<file path="src/rtl/carry_chain_serial.sv">
// Bit-serial carry resolution: captures p = a ^ b, g = a & b, then resolves one carry per clock.
// Optional CARRY_EARLY_TERM_EN: finish as soon as no upper propagate bit remains.
module carry_chain_serial #(
    parameter  int WIDTH = 4,
    localparam int IDXW  = $clog2(WIDTH + 1)
) (
    input  logic             clk,
    input  logic             rst_n,
    input  logic             in_valid,
    output logic             in_ready,
    input  logic [WIDTH-1:0] a,
    input  logic [WIDTH-1:0] b,
    input  logic             cin,
    output logic             out_valid,
    input  logic             out_ready,
    output logic [WIDTH-1:0] p,
    output logic [WIDTH-1:0] c,
    output logic             cout,
    output logic             busy
);

    // state  | meaning
    // IDLE   | waiting for operands, in_ready high
    // RIPPLE | resolving carry[idx+1] each clock
    // DONE   | result presented, waiting for out_ready
    typedef enum logic [1:0] {
        IDLE   = 2'd0,
        RIPPLE = 2'd1,
        DONE   = 2'd2
    } state_t;

    localparam logic [IDXW-1:0] LAST_IDX = IDXW'(WIDTH - 1);

    state_t            state;
    logic [WIDTH-1:0]  g;
    logic [IDXW-1:0]   idx;
    logic              carry_next;
    logic              early_term;
    logic [WIDTH-1:0]  c_fill;

    // Mask-select bit idx of the generate/propagate term so no partial-vector temporaries are needed.
    assign carry_next = |((g | (p & c)) & (WIDTH'(1) << idx));

`ifdef CARRY_EARLY_TERM_EN
    assign early_term = ((p >> idx) == '0);
`else
    assign early_term = 1'b0;
`endif

    // With no propagate bit at or above idx, every remaining carry is just the local generate.
    always_comb begin
        c_fill    = c;
        c_fill[0] = c[0];
        for (int k = 0; k < WIDTH - 1; k++) begin
            c_fill[k+1] = (IDXW'(k) >= idx) ? g[k] : c[k+1];
        end
    end

    always_ff @(posedge clk or negedge rst_n) begin
        if (!rst_n) begin
            state     <= IDLE;
            idx       <= '0;
            p         <= '0;
            g         <= '0;
            c         <= '0;
            cout      <= 1'b0;
            in_ready  <= 1'b0;
            out_valid <= 1'b0;
            busy      <= 1'b0;
        end else begin
            case (state)
                IDLE: begin
                    in_ready <= 1'b1;
                    if (in_valid && in_ready) begin
                        p        <= a ^ b;
                        g        <= a & b;
                        c        <= {{(WIDTH-1){1'b0}}, cin};
                        idx      <= '0;
                        state    <= RIPPLE;
                        in_ready <= 1'b0;
                        busy     <= 1'b1;
                    end
                end
                RIPPLE: begin
                    if (early_term) begin
                        c         <= c_fill;
                        cout      <= g[WIDTH-1];
                        state     <= DONE;
                        out_valid <= 1'b1;
                    end else if (idx == LAST_IDX) begin
                        cout      <= carry_next;
                        state     <= DONE;
                        out_valid <= 1'b1;
                    end else begin
                        c   <= c | (WIDTH'(carry_next) << (idx + 1'b1));
                        idx <= idx + 1'b1;
                    end
                end
                DONE: begin
                    if (out_ready) begin
                        state     <= IDLE;
                        out_valid <= 1'b0;
                        busy      <= 1'b0;
                        in_ready  <= 1'b1;
                    end
                end
                default: begin
                    state     <= IDLE;
                    out_valid <= 1'b0;
                    busy      <= 1'b0;
                    in_ready  <= 1'b0;
                end
            endcase
        end
    end

endmodule
</file>
<file path="config.mk">
export PLATFORM = sky130hd
export DESIGN_NAME = carry_chain_serial
export DESIGN_NICKNAME = d
export VERILOG_FILES = /design/src/rtl/carry_chain_serial.sv
export SDC_FILE = /design/constraint.sdc
export NUM_CORES = 1
export LEC_CHECK = 0
export CORE_MARGIN = 2
export CORE_UTILIZATION = 45
export CTS_BUF_LIST = sky130_fd_sc_hd__clkbuf_4
export DETAILED_ROUTE_END_ITERATION = 7
export PLACE_DENSITY = 0.76
export SLEW_MARGIN = 10
export SYNTH_ARGS = -nofsm -noshare
export SYNTH_HDL_FRONTEND = slang
export SYNTH_SLANG_ARGS = --single-unit
</file>
<file path="constraint.sdc">
create_clock -name clk -period 1.9 [get_ports clk]
set_input_delay 0.38 -clock clk [delete_from_list [all_inputs] [get_ports clk]]
set_output_delay 0.38 -clock clk [all_outputs]
set_load 0.1 [all_outputs]
</file>
=== Word-level counts from Yosys, hierarchy flattened ===
Cells that the tools add are included.

* Latch bits: 0
* Flip-flop bits (word level): 21
* ROM bits: 0
* RAM bits: 0
* Output and inout port bits: 12
* Memories kept: 0
* Word-level logic and storage cells: 56
* Input port bits: 13

* Add/sub/neg operators: 1
* Bitwise gates (word level): 8
* Divide/modulo/power cells: 0
* Reductions and logical operators: 11
* Equal/unequal tests: 7
* Magnitude comparators: 0
* Multiply operators: 0
* Mux-type cells: 18
* Shifts and indexed selects: 2

{| class="wikitable"
|+ Operators with widths
! kind !! count
|-
| AND 4 bit || 3
|-
| AND reduction 3 bit || 4
|-
| one-hot mux 1 bit (3 select lines) || 3
|-
| 2-to-1 mux 4 bit || 2
|-
| != test 2 bit (second input constant) || 4
|-
| bitwise OR 4 bit || 2
|-
| one-hot mux 4 bit (2 select lines) || 1
|-
| 2-to-1 mux 2 bit || 3
|-
| 2-to-1 mux 3 bit || 2
|-
| one-hot mux 2 bit (3 select lines) || 1
|-
| one-hot mux 3 bit (2 select lines) || 1
|-
| AND reduction 2 bit || 3
|-
| 2-to-1 mux 1 bit || 5
|-
| OR reduction 4 bit || 1
|-
| << shifter 1 x 3 -> 4 bit || 1
|-
| << shifter 1 x 3 -> 4 bit (first input constant) || 1
|-
| bitwise XOR 4 bit || 1
|-
| adder 3 x 1 -> 3 bit (second input constant) || 1
|-
| equality test 3 x 2 -> 1 bit (second input constant) || 1
|-
| equality test 2 x 1 -> 1 bit (second input constant) || 1
|-
| equality test 2 bit (second input constant) || 1
|-
| logical NOT 2 bit || 1
|-
| inverter 1 bit || 2
|-
| nonzero test 2 bit || 1
|-
| logical AND 1 bit || 1
|}

=== Logic depth before layout (Yosys ltp) ===
Gate-level depths: netlist (run 1).

* Depth after elaboration: 8
* Depth in mapped cells: 6

=== Worst setup path before layout (run 1) ===
OpenSTA, ideal clock, no wires.

* Kind: flip-flop to flip-flop
* Start: reg in_ready
* End: reg c[3]
* Stages on the path, launching flop included: 7
* Setup time: 143 ps
* Arrival time: 1950 ps
* Slack: -193 ps
* Required time: 1757 ps
* Period minus slack after synthesis: 2093 ps
* Cell sequence: dfrtp_1 nand2_1 or3_1 clkbuf_1 clkbuf_1 nand2_1 o41ai_1

* Word-level cells in the longest chain between the ends: 3

{| class="wikitable"
|+ Ends and longest elaborated chain
! what !! RTL line !! text
|-
| start, declared || 10 || <nowiki>output logic in_ready,</nowiki>
|-
| start signal, assigned || 67 || <nowiki>in_ready <= 1'b0;</nowiki>
|-
| start signal, assigned || 73 || <nowiki>in_ready <= 1'b1;</nowiki>
|-
| start signal, assigned || 80 || <nowiki>in_ready <= 1'b0;</nowiki>
|-
| logical AND 1 bit || 74 || <nowiki>if (in_valid && in_ready) begin</nowiki>
|-
| != test 2 bit (no source line) || -- ||
|-
| AND reduction 3 bit (no source line) || -- ||
|-
| end signal, assigned || 77 || <nowiki>c <= {{(WIDTH-1){1'b0}}, cin};</nowiki>
|-
| end signal, assigned || 86 || <nowiki>c <= c_fill;</nowiki>
|-
| end signal, assigned || 95 || <nowiki>c <= c | (WIDTH'(carry_next) << (idx + 1'b1));</nowiki>
|-
| end, declared || 17 || <nowiki>output logic [WIDTH-1:0] c,</nowiki>
|}

No other way between the ends.
A chain may end at the register's enable or synchronous reset.

=== Worst setup path in the final report (run 1) ===
* Start: reg idx[1]
* End: reg c[3]

* Word-level cells in the longest chain between the ends: 7
* Elaborated cells on any way between the ends: 11

{| class="wikitable"
|+ Ends and longest elaborated chain
! what !! RTL line !! text
|-
| start, declared || 36 || <nowiki>logic [IDXW-1:0] idx;</nowiki>
|-
| start signal, assigned || 96 || <nowiki>idx <= idx + 1'b1;</nowiki>
|-
| << shifter 1 x 3 -> 4 bit || 42 || <nowiki>assign carry_next = |((g | (p & c)) & (WIDTH'(1) << idx));</nowiki>
|-
| AND 4 bit || 42 ||
|-
| OR reduction 4 bit || 42 ||
|-
| << shifter 1 x 3 -> 4 bit || 95 ||
|-
| bitwise OR 4 bit || 95 ||
|-
| 2-to-1 mux 4 bit || 90 || <nowiki>end else if (idx == LAST_IDX) begin</nowiki>
|-
| one-hot mux 4 bit (2 select lines) || 71 || <nowiki>case (state)</nowiki>
|}

Parallel ways exist; a longest one is shown, timed or not. The select of a mux whose other input is x is not followed.

==> results.json, run 1 <==
{
  "ys_seq_area_share_pct": 50.7,
  "root_buffer": "clkbuf_4",
  "fin_crit_sh_pct": 95.8,
  "critPathMostFrequentCell": "ha_1",
  "fin_crit_ns": 1.82,
  "vias": 857,
  "grt_pass1_wl_um": 3860,
  "synth_top_family_by_area": "simple AND/OR/NAND/NOR gates",
  "synth_cell_type_count": 24,
  "skew_ns": 0.00524,
  "use_met2_pct": 30.0,
  "path_clk_slew_ns": 0.11,
  "grt_usage_pct": 19.8,
  "fp.coreArea_mm2": 0.00219,
  "synth_seq_cells": 21,
  "hold_buffers": 0,
  "wl_per_cell_um": 12.8,
  "slew_headroom_pct": 67.9,
  "post_cts_resized": 0,
  "critPathBufInv": 0,
  "dpl-instance-area_mm2": 0.00144,
  "worst_slew_pin_slew_ns": 0.482,
  "max_freq_mhz": 550,
  "final_hold_viol_count": 0,
  "cpLargestDelayFamily": "simple AND/OR/NAND/NOR gates",
  "synth_fa_ha_area_share_pct": 10.9,
  "start_util_pct": 47.3,
  "crit_chain": "ha_1 -> ha_1 -> or3b_1 -> or2_4 -> o41ai_1",
  "dpl.hpwl_um": 1710,
  "post-cts-setup-buffers": 0,
  "ioPinCount": 25,
  "grtUsageMet3_pct": 3.16,
  "grt-ovfl-total": 0,
  "use_met1_pct": 25.7,
  "post-route-drc-count": 0,
  "core.rowCount": 17,
  "antenna_found_initial": 0,
  "synthMuxAreaShare_pct": 0,
  "cp.required_ns": 2.08,
  "worstSetupStartpointType": "register",
  "dieArea_mm2": 0.00270,
  "synth_area_mm2": 0.00104,
  "final-max-slew-violation-count": 0,
  "outcome": "complete, no violations",
  "crit_slowest_cell": "dfrtp_1",
  "drt_wl_total_um": 2140,
  "yosysWarnings": 0,
  "cts.sinks": 21,
  "r2r_start": "idx[1]",
  "rsz0062_at_grt": "true",
  "placed_cells": 164,
  "drv_cap": 0,
  "busiest_layer": "met2",
  "hold_ws_ns": 0.403,
  "fin_cells": 168,
  "endpoint_kind": "register",
  "grt_pass1_vias": 881,
  "nFillCells": 167,
  "syn_inst": 110,
  "grt_max_degree": 22,
  "cts.path.max_buffers": 2,
  "dieHeight_um": 52.0,
  "setup_viol": 0,
  "die_w_um": 52.0,
  "synth_fp_nets": 132,
  "drtPass1Iterations": 4,
  "cts_tree": "done",
  "drive_gt1_share_pct": 19.3,
  "cp_max_fo": 4,
  "drt-vias-per-instance": 5.10,
  "r2r_cells": 5,
  "max_stage_delay_ns": 0.43,
  "io_buffers": 24,
  "synth_compound_area_share_pct": 10.7,
  "nets": 163,
  "final_cell_area_mm2": 0.00148,
  "synth_xor_area_share_pct": 0,
  "antenna-diode-count": 0,
  "htree_levels": 1,
  "gp_congestion": 0.822,
  "synthSimpleGateAreaFrac_pct": 22.5,
  "hold_class": "input port to asynchronous set/reset pin",
  "syn_avg_cell_area_um2": 9.42,
  "r2r_setup_slack_ns": 0.08,
  "insertion_delay_ns": 0.30,
  "crit_type": "register to register",
  "cts_buffers": 3,
  "r2r_end": "c[3]",
  "critPathArrivalTime_ns": 2.00,
  "drtIter0Drc": 11,
  "syn_to_final_growth_pct": 43.1,
  "antenna_left": 0
}
cell usage in the layout, fill, tap and decap left out, drive strengths merged:
cell,n
o41ai,4
nand3b,1
or2,1
nand3,3
dfrtp,21
nor3b,3
o21ai,7
or3,1
a221oi,1
inv,6
nor4,1
o21bai,1
nand2,34
nor2,3
buf,19
nor3,1
or4,1
nor2b,1
clkbuf,4
clkdlybuf4s50,12
a21oi,5
or3b,1
ha,9
worst max-delay path by stage:
stage | depth (start not counted) | startpoint | endpoint | slack [ns]
after floorplan | 4 | p[0] | cout | 0.02
after global placement | 5 | in_valid | idx[1] | 0.09
after detailed placement | 5 | in_valid | idx[2] | 0.04
after CTS | 5 | idx[1] | c[3] | 0.06
after global routing | 5 | idx[1] | c[2] | -0.01
final | 5 | idx[1] | c[3] | 0.08
sequential cells by signal, indices dropped and copies added, names as in the netlist:
name	cells
out_valid	1
in_ready	1
state	2
g	4
p	4
c	4
busy	1
idx	3
cout	1
cells by family (layout without fill, tap and decap cells):
logic type,after synthesis,after routing
buffers and inverters,11,41
adders and majority gates,9,9
and+or+nand+nor,51,51
AOI/OAI and AO/OA,18,18
DFF,21,21
layer usage:
layer	wire length (um)	vias to the layer above	share of wire, %
li1	-	431	-
met1	972	404	45
met2	1080	16	50
met3	32	6	1.5
met4	61	0	2.8
met5	0	-	0
area by class of cell:
cell class              instances  area (um2)  share of cell area (%)
flip-flops and latches         21         527                    35.5
multi-input cells              78         468                    31.6
repair buffers                 31         400                    27.0
well taps                      28        35.0                    2.36
clock buffers                   4        30.0                    2.03
inverters                       6        22.5                    1.52
stage by stage:
stage	worst slack, ns	TNS, ns	util, %
2_1_floorplan	0.0217	0	-
3_3_place_gp	0.0902	0	65.8
3_5_place_dp	0.0391	0	65.8
4_1_cts	0.0636	0	67.2
5_1_grt	-0.00982	-0.0177	67.7
6_report	0.0802	0	67.7
cells in the mapped netlist:
cell type | count | area [um2]
nor2_1 | 3 | 11.3
ha_1 | 9 | 113
or2_4 | 1 | 8.76
nor4_1 | 1 | 6.26
buf_2 | 1 | 5.00
clkbuf_1 | 2 | 7.51
buf_4 | 1 | 7.51
or3_1 | 1 | 6.26
nor3_1 | 1 | 5.00
dfrtp_1 | 21 | 526
nor2b_1 | 1 | 6.26
nand3_1 | 3 | 15.0
o21bai_1 | 1 | 7.51
nand2_1 | 34 | 128
a221oi_1 | 1 | 8.76
a21oi_1 | 5 | 25.0
nand3b_1 | 1 | 7.51
or3b_1 | 1 | 8.76
o41ai_1 | 4 | 35.0
inv_1 | 6 | 22.5
o21ai_0 | 7 | 35.0
buf_6 | 1 | 11.3
or4_1 | 1 | 7.51
nor3b_1 | 3 | 22.5
Power of run 1 is not shown: default switching activity piles up to over one toggle a cycle in this logic, so the estimate is an artifact.
==> run 2: changes to the inputs <==
--- a/config.mk
+++ b/config.mk
@@ -5,11 +5,11 @@
 export SDC_FILE = /design/constraint.sdc
 export NUM_CORES = 1
 export LEC_CHECK = 0
-export CORE_MARGIN = 2
+export CORE_MARGIN = 1.5
 export CORE_UTILIZATION = 45
 export CTS_BUF_LIST = sky130_fd_sc_hd__clkbuf_4
 export DETAILED_ROUTE_END_ITERATION = 7
-export PLACE_DENSITY = 0.76
+export PLACE_DENSITY = 0.74
 export SLEW_MARGIN = 10
 export SYNTH_ARGS = -nofsm -noshare
 export SYNTH_HDL_FRONTEND = slang
==> constraint.sdc (replaced) <==
create_clock -name clk -period 1.7 [get_ports clk]
set_input_delay 0.34 -clock clk [delete_from_list [all_inputs] [get_ports clk]]
set_output_delay 0.34 -clock clk [all_outputs]
set_load 0.1 [all_outputs]
==> run 2 against run 1 <==
Effect of this change: the run now ends with negative setup slack left; die area shrank 3.8%; maximum frequency rose by 6.2%; first-iteration DRC count is 27% lower; cell count up 2.4%; via count grew 2.9%; non-clock buffer count rose by 4; cell area is 7.9% higher; flip-flop and latch count is the same.
==> results.json, run 2 (same netlist as run 1, synthesis figures left out) <==
{
  "outcome": "complete, but fails checks",
  "violations": "negative setup slack",
  "drv_cap": 0,
  "skew_ns": 0.000841,
  "max_stage_delay_ns": 0.45,
  "timing.final.ws_setup_ns": -0.0138,
  "vias": 882,
  "critPathArrivalTime_ns": 1.92,
  "core.rowCount": 17,
  "rsz0062_at_grt": "true",
  "dpl.hpwl_um": 1870,
  "antenna_left": 0,
  "crit_start": "idx[1]",
  "gp_congestion": 0.789,
  "top_regs": "c: 4 flops, g: 4 flops, p: 4 flops",
  "final_cell_area_mm2": 0.00160,
  "placed_cells": 168,
  "cp.required_ns": 1.91,
  "htree_levels": 1,
  "grt_usage_pct": 21.3,
  "critPathMostFrequentCell": "ha_4",
  "ioPinCount": 25,
  "antenna-diode-count": 0,
  "dieArea_mm2": 0.00260,
  "nets": 167,
  "hold_class": "input port to asynchronous set/reset pin",
  "path_clk_slew_ns": 0.11,
  "place_ws_ns": -0.0124,
  "grt-ovfl-total": 0,
  "worst_slew_pin_slew_ns": 0.363,
  "layout_commonest_cell": "nand2_1",
  "crit_type": "register to register",
  "io_buffers": 24,
  "drt-vias-per-instance": 5.13,
  "grt_max_degree": 22,
  "endpoint_kind": "register",
  "root_buffer": "clkbuf_4",
  "drive_gt1_share_pct": 31.9,
  "hold_buffers": 0,
  "die_w_um": 51.0,
  "fp.coreArea_mm2": 0.00219,
  "drtPass1Iterations": 4,
  "max_freq_mhz": 583,
  "final_cell_mix": "nand2_1, clkdlybuf4s50_1, buf_12",
  "drtIter0Drc": 8,
  "start_util_pct": 47.3,
  "r2r_start": "idx[1]",
  "crit_slowest_cell": "dfrtp_1",
  "crit_chain": "ha_4 -> ha_4 -> or3b_4 -> or2_4 -> o41ai_2",
  "post-route-drc-count": 0,
  "cts_tree": "done",
  "post-cts-setup-buffers": 0,
  "cpLargestDelayFamily": "simple AND/OR/NAND/NOR gates",
  "insertion_delay_ns": 0.30,
  "cts.path.max_buffers": 2,
  "grt_pass1_wl_um": 3970,
  "dieHeight_um": 51.0,
  "setup_viol": 4,
  "antenna_found_initial": 0,
  "critPathBufInv": 0,
  "fin_crit_sh_pct": 101,
  "cp_max_fo": 4,
  "fin_crit_ns": 1.71,
  "fin_cells": 172,
  "cts_buffers": 3,
  "grt_pass1_vias": 905,
  "syn_to_final_growth_pct": 54.5,
  "worstSetupStartpointType": "register",
  "dpl-instance-area_mm2": 0.00157,
  "final_hold_viol_count": 0,
  "wl_per_cell_um": 13.8,
  "slew_headroom_pct": 75.8,
  "cts.sinks": 21,
  "final-max-slew-violation-count": 0,
  "drt_wl_total_um": 2370
}
==> run 2: changes by cell type in the layout (fill, tap and decap cells not counted), moves of 3 or more <==
cell / change
o41ai_2: +4
buf_4: +3
o41ai_1: -4
dfrtp_2: +8
dfrtp_1: -9
==> run 2: worst reg2reg max path, stage by stage, from the launching register on <==
cell	delay (ns)
dfrtp_1	0.45
ha_4	0.19
ha_4	0.16
or3b_4	0.37
or2_4	0.27
o41ai_2	0.19
==> run 2: area by class of cell <==
type                       instances  area [um2]
clock buffer                       4        30.0
fill                             160         591
inverter                           6        22.5
multi-input combinational         78         529
sequential                        21         541
tap                               28        35.0
timing repair buffer              35         443
==> run 2: path summary, 6_finish.rpt <==
check                           endpoint  slack (ns)  cells after the start
worst max-delay path                c[0]       -0.01                      5
worst min-delay path            in_ready        0.36                      2
worst max register to register      c[0]       -0.01                      5
worst min register to register      g[0]        0.49                      2
max in group asynchronous       in_ready        1.11                      2
min in group clk                    g[0]        0.49                      2
==> run 2: per-stage QoR <==
stage	setup TNS, ns	util, %	hold slack (ns)
global placement	0	71.6	0.460
CTS	-0.0558	72.9	0.369
floorplan	-0.341	-	0.0444
global route	-0.358	73.0	0.359
detailed placement	-0.0316	71.6	0.463
finish	-0.0456	73.0	0.361
==> run 2: routing by layer <==
metal  GRT usage (%)  wire length (um)
met4            8.11                33
met5               0                 0
met3            3.51                48
met1            25.4              1060
met2            38.1              1230
==> run 2: what timing repair did <==
action,in CTS,in global routing
gates resized for setup,0,1
endpoints found under the hold margin,0,0
pin swaps,0,0
setup endpoints to repair,4,4
Power of run 2 is left out for the same reason.
==> run 3: changes to the inputs <==
--- a/config.mk
+++ b/config.mk
@@ -10,6 +10,7 @@
 export CTS_BUF_LIST = sky130_fd_sc_hd__clkbuf_4
 export DETAILED_ROUTE_END_ITERATION = 7
 export PLACE_DENSITY = 0.74
+export SKIP_CTS_REPAIR_TIMING = 1
 export SLEW_MARGIN = 10
 export SYNTH_ARGS = -nofsm -noshare
 export SYNTH_HDL_FRONTEND = slang
==> run 3 against run 2 <==
Effect of this change: the flow still finishes with violations (negative setup slack); global-route usage did not move; setup slack did not move; register-to-register slack barely moved; non-clock buffer count unchanged; via count unchanged; flip-flop and latch count is the same; maximum frequency unchanged; critical path depth stayed put; wire length unchanged; critical path type unchanged; largest cell class unchanged.
==> results.json, run 3 (same netlist as run 1, synthesis figures left out) <==
{
  "outcome": "complete, but fails checks",
  "violations": "negative setup slack",
  "ioPinCount": 25,
  "nFillCells": 160,
  "final_cell_mix": "nand2_1, clkdlybuf4s50_1, buf_12",
  "final-max-slew-violation-count": 0,
  "syn_to_final_growth_pct": 54.5,
  "slew_headroom_pct": 75.8,
  "antenna_left": 0,
  "gp_congestion": 0.789,
  "final_hold_viol_count": 0,
  "cts_tree": "done",
  "crit_type": "register to register",
  "io_buffers": 24,
  "core.rowCount": 17,
  "worst_slew_pin_slew_ns": 0.363,
  "grt_pass1_vias": 905,
  "cp.required_ns": 1.91,
  "wl_per_cell_um": 13.8,
  "hold_class": "input port to asynchronous set/reset pin",
  "cpLargestDelayFamily": "simple AND/OR/NAND/NOR gates",
  "drtPass1Iterations": 4,
  "cts.path.max_buffers": 2,
  "dieArea_mm2": 0.00260,
  "grt_max_degree": 22,
  "drv_cap": 0,
  "htree_levels": 1,
  "timing.final.ws_setup_ns": -0.0138,
  "critPathMostFrequentCell": "ha_4",
  "top_regs": "c: 4 flops, g: 4 flops, p: 4 flops",
  "crit_chain": "ha_4 -> ha_4 -> or3b_4 -> or2_4 -> o41ai_2",
  "cts_buffers": 3,
  "cts.sinks": 21,
  "drtIter0Drc": 8,
  "cp_max_fo": 4,
  "max_stage_delay_ns": 0.45,
  "layout_commonest_cell": "nand2_1",
  "fin_crit_ns": 1.71,
  "grt-ovfl-total": 0,
  "dpl.hpwl_um": 1870,
  "antenna_found_initial": 0,
  "worstSetupStartpointType": "register",
  "grt_usage_pct": 21.3,
  "fp.coreArea_mm2": 0.00219,
  "drt-vias-per-instance": 5.13,
  "antenna-diode-count": 0,
  "path_clk_slew_ns": 0.11,
  "critPathBufInv": 0,
  "max_freq_mhz": 583,
  "skew_ns": 0.000841,
  "nets": 167,
  "start_util_pct": 47.3,
  "utilization_pct": 73.0,
  "drt_wl_total_um": 2370,
  "drive_gt1_share_pct": 31.9,
  "grt_pass1_wl_um": 3970,
  "critPathArrivalTime_ns": 1.92,
  "fin_crit_sh_pct": 101,
  "crit_slowest_cell": "dfrtp_1",
  "setup_viol": 4,
  "root_buffer": "clkbuf_4",
  "endpoint_kind": "register",
  "dieHeight_um": 51.0,
  "vias": 882,
  "post-route-drc-count": 0,
  "die_w_um": 51.0,
  "insertion_delay_ns": 0.30,
  "rsz0062_at_grt": "true"
}
-- run 3: cell counts in the layout (fill, tap and decap cells not counted) --
Identical to the previous run, type by type.
-- run 3: worst register-to-register path, delay by kind of cell, from the launching register on --
kind	cells	cell delay, ns
AND/OR/NAND/NOR	2	0.64
flip-flops	1	0.45
adder cells (fa/ha/maj)	2	0.35
AO/OA/AOI/OAI	1	0.19
-- run 3: stage by stage --
step | instances | hold WS (ns) | worst slack, ns | setup TNS, ns | area [um2]
finish | 172 | 0.361 | -0.0138 | -0.0456 | 1600
global route | 172 | 0.359 | -0.105 | -0.358 | 1600
CTS | 172 | 0.369 | -0.0172 | -0.0558 | 1600
detailed placement | 168 | 0.463 | -0.0124 | -0.0316 | 1570
global placement | 168 | 0.460 | 0.0332 | 0 | 1570
floorplan | 110 | 0.0444 | -0.0853 | -0.341 | 1130
-- run 3: final timing paths --
kind	from	end	slack [ns]	cells past startpoint
max in group asynchronous	rst_n	in_ready	1.11	2
setup / recovery	idx[1]	c[0]	-0.01	5
min in group clk	g[0]	g[0]	0.49	2
hold reg to reg	g[0]	g[0]	0.49	2
hold / removal	rst_n	in_ready	0.36	2
setup reg to reg	idx[1]	c[0]	-0.01	5
-- run 3: routing by layer --
layer / global-route usage, % / up-vias / wire (um)
met3: 3.51 / 5 / 48
met1: 25.4 / 426 / 1060
li1: - / 439 / -
met5: 0 / - / 0
met4: 8.11 / 0 / 33
met2: 38.1 / 12 / 1230
-- run 3: area by class of cell --
type                            count  area [um2]  area share [%]
Tap cell                           28        35.0            2.19
Timing Repair Buffer               35         443            27.7
Clock buffer                        4        30.0            1.88
Sequential cell                    21         541            33.8
Inverter                            6        22.5            1.41
Multi-Input combinational cell     78         529            33.1
Power of run 3 is left out for the same reason.
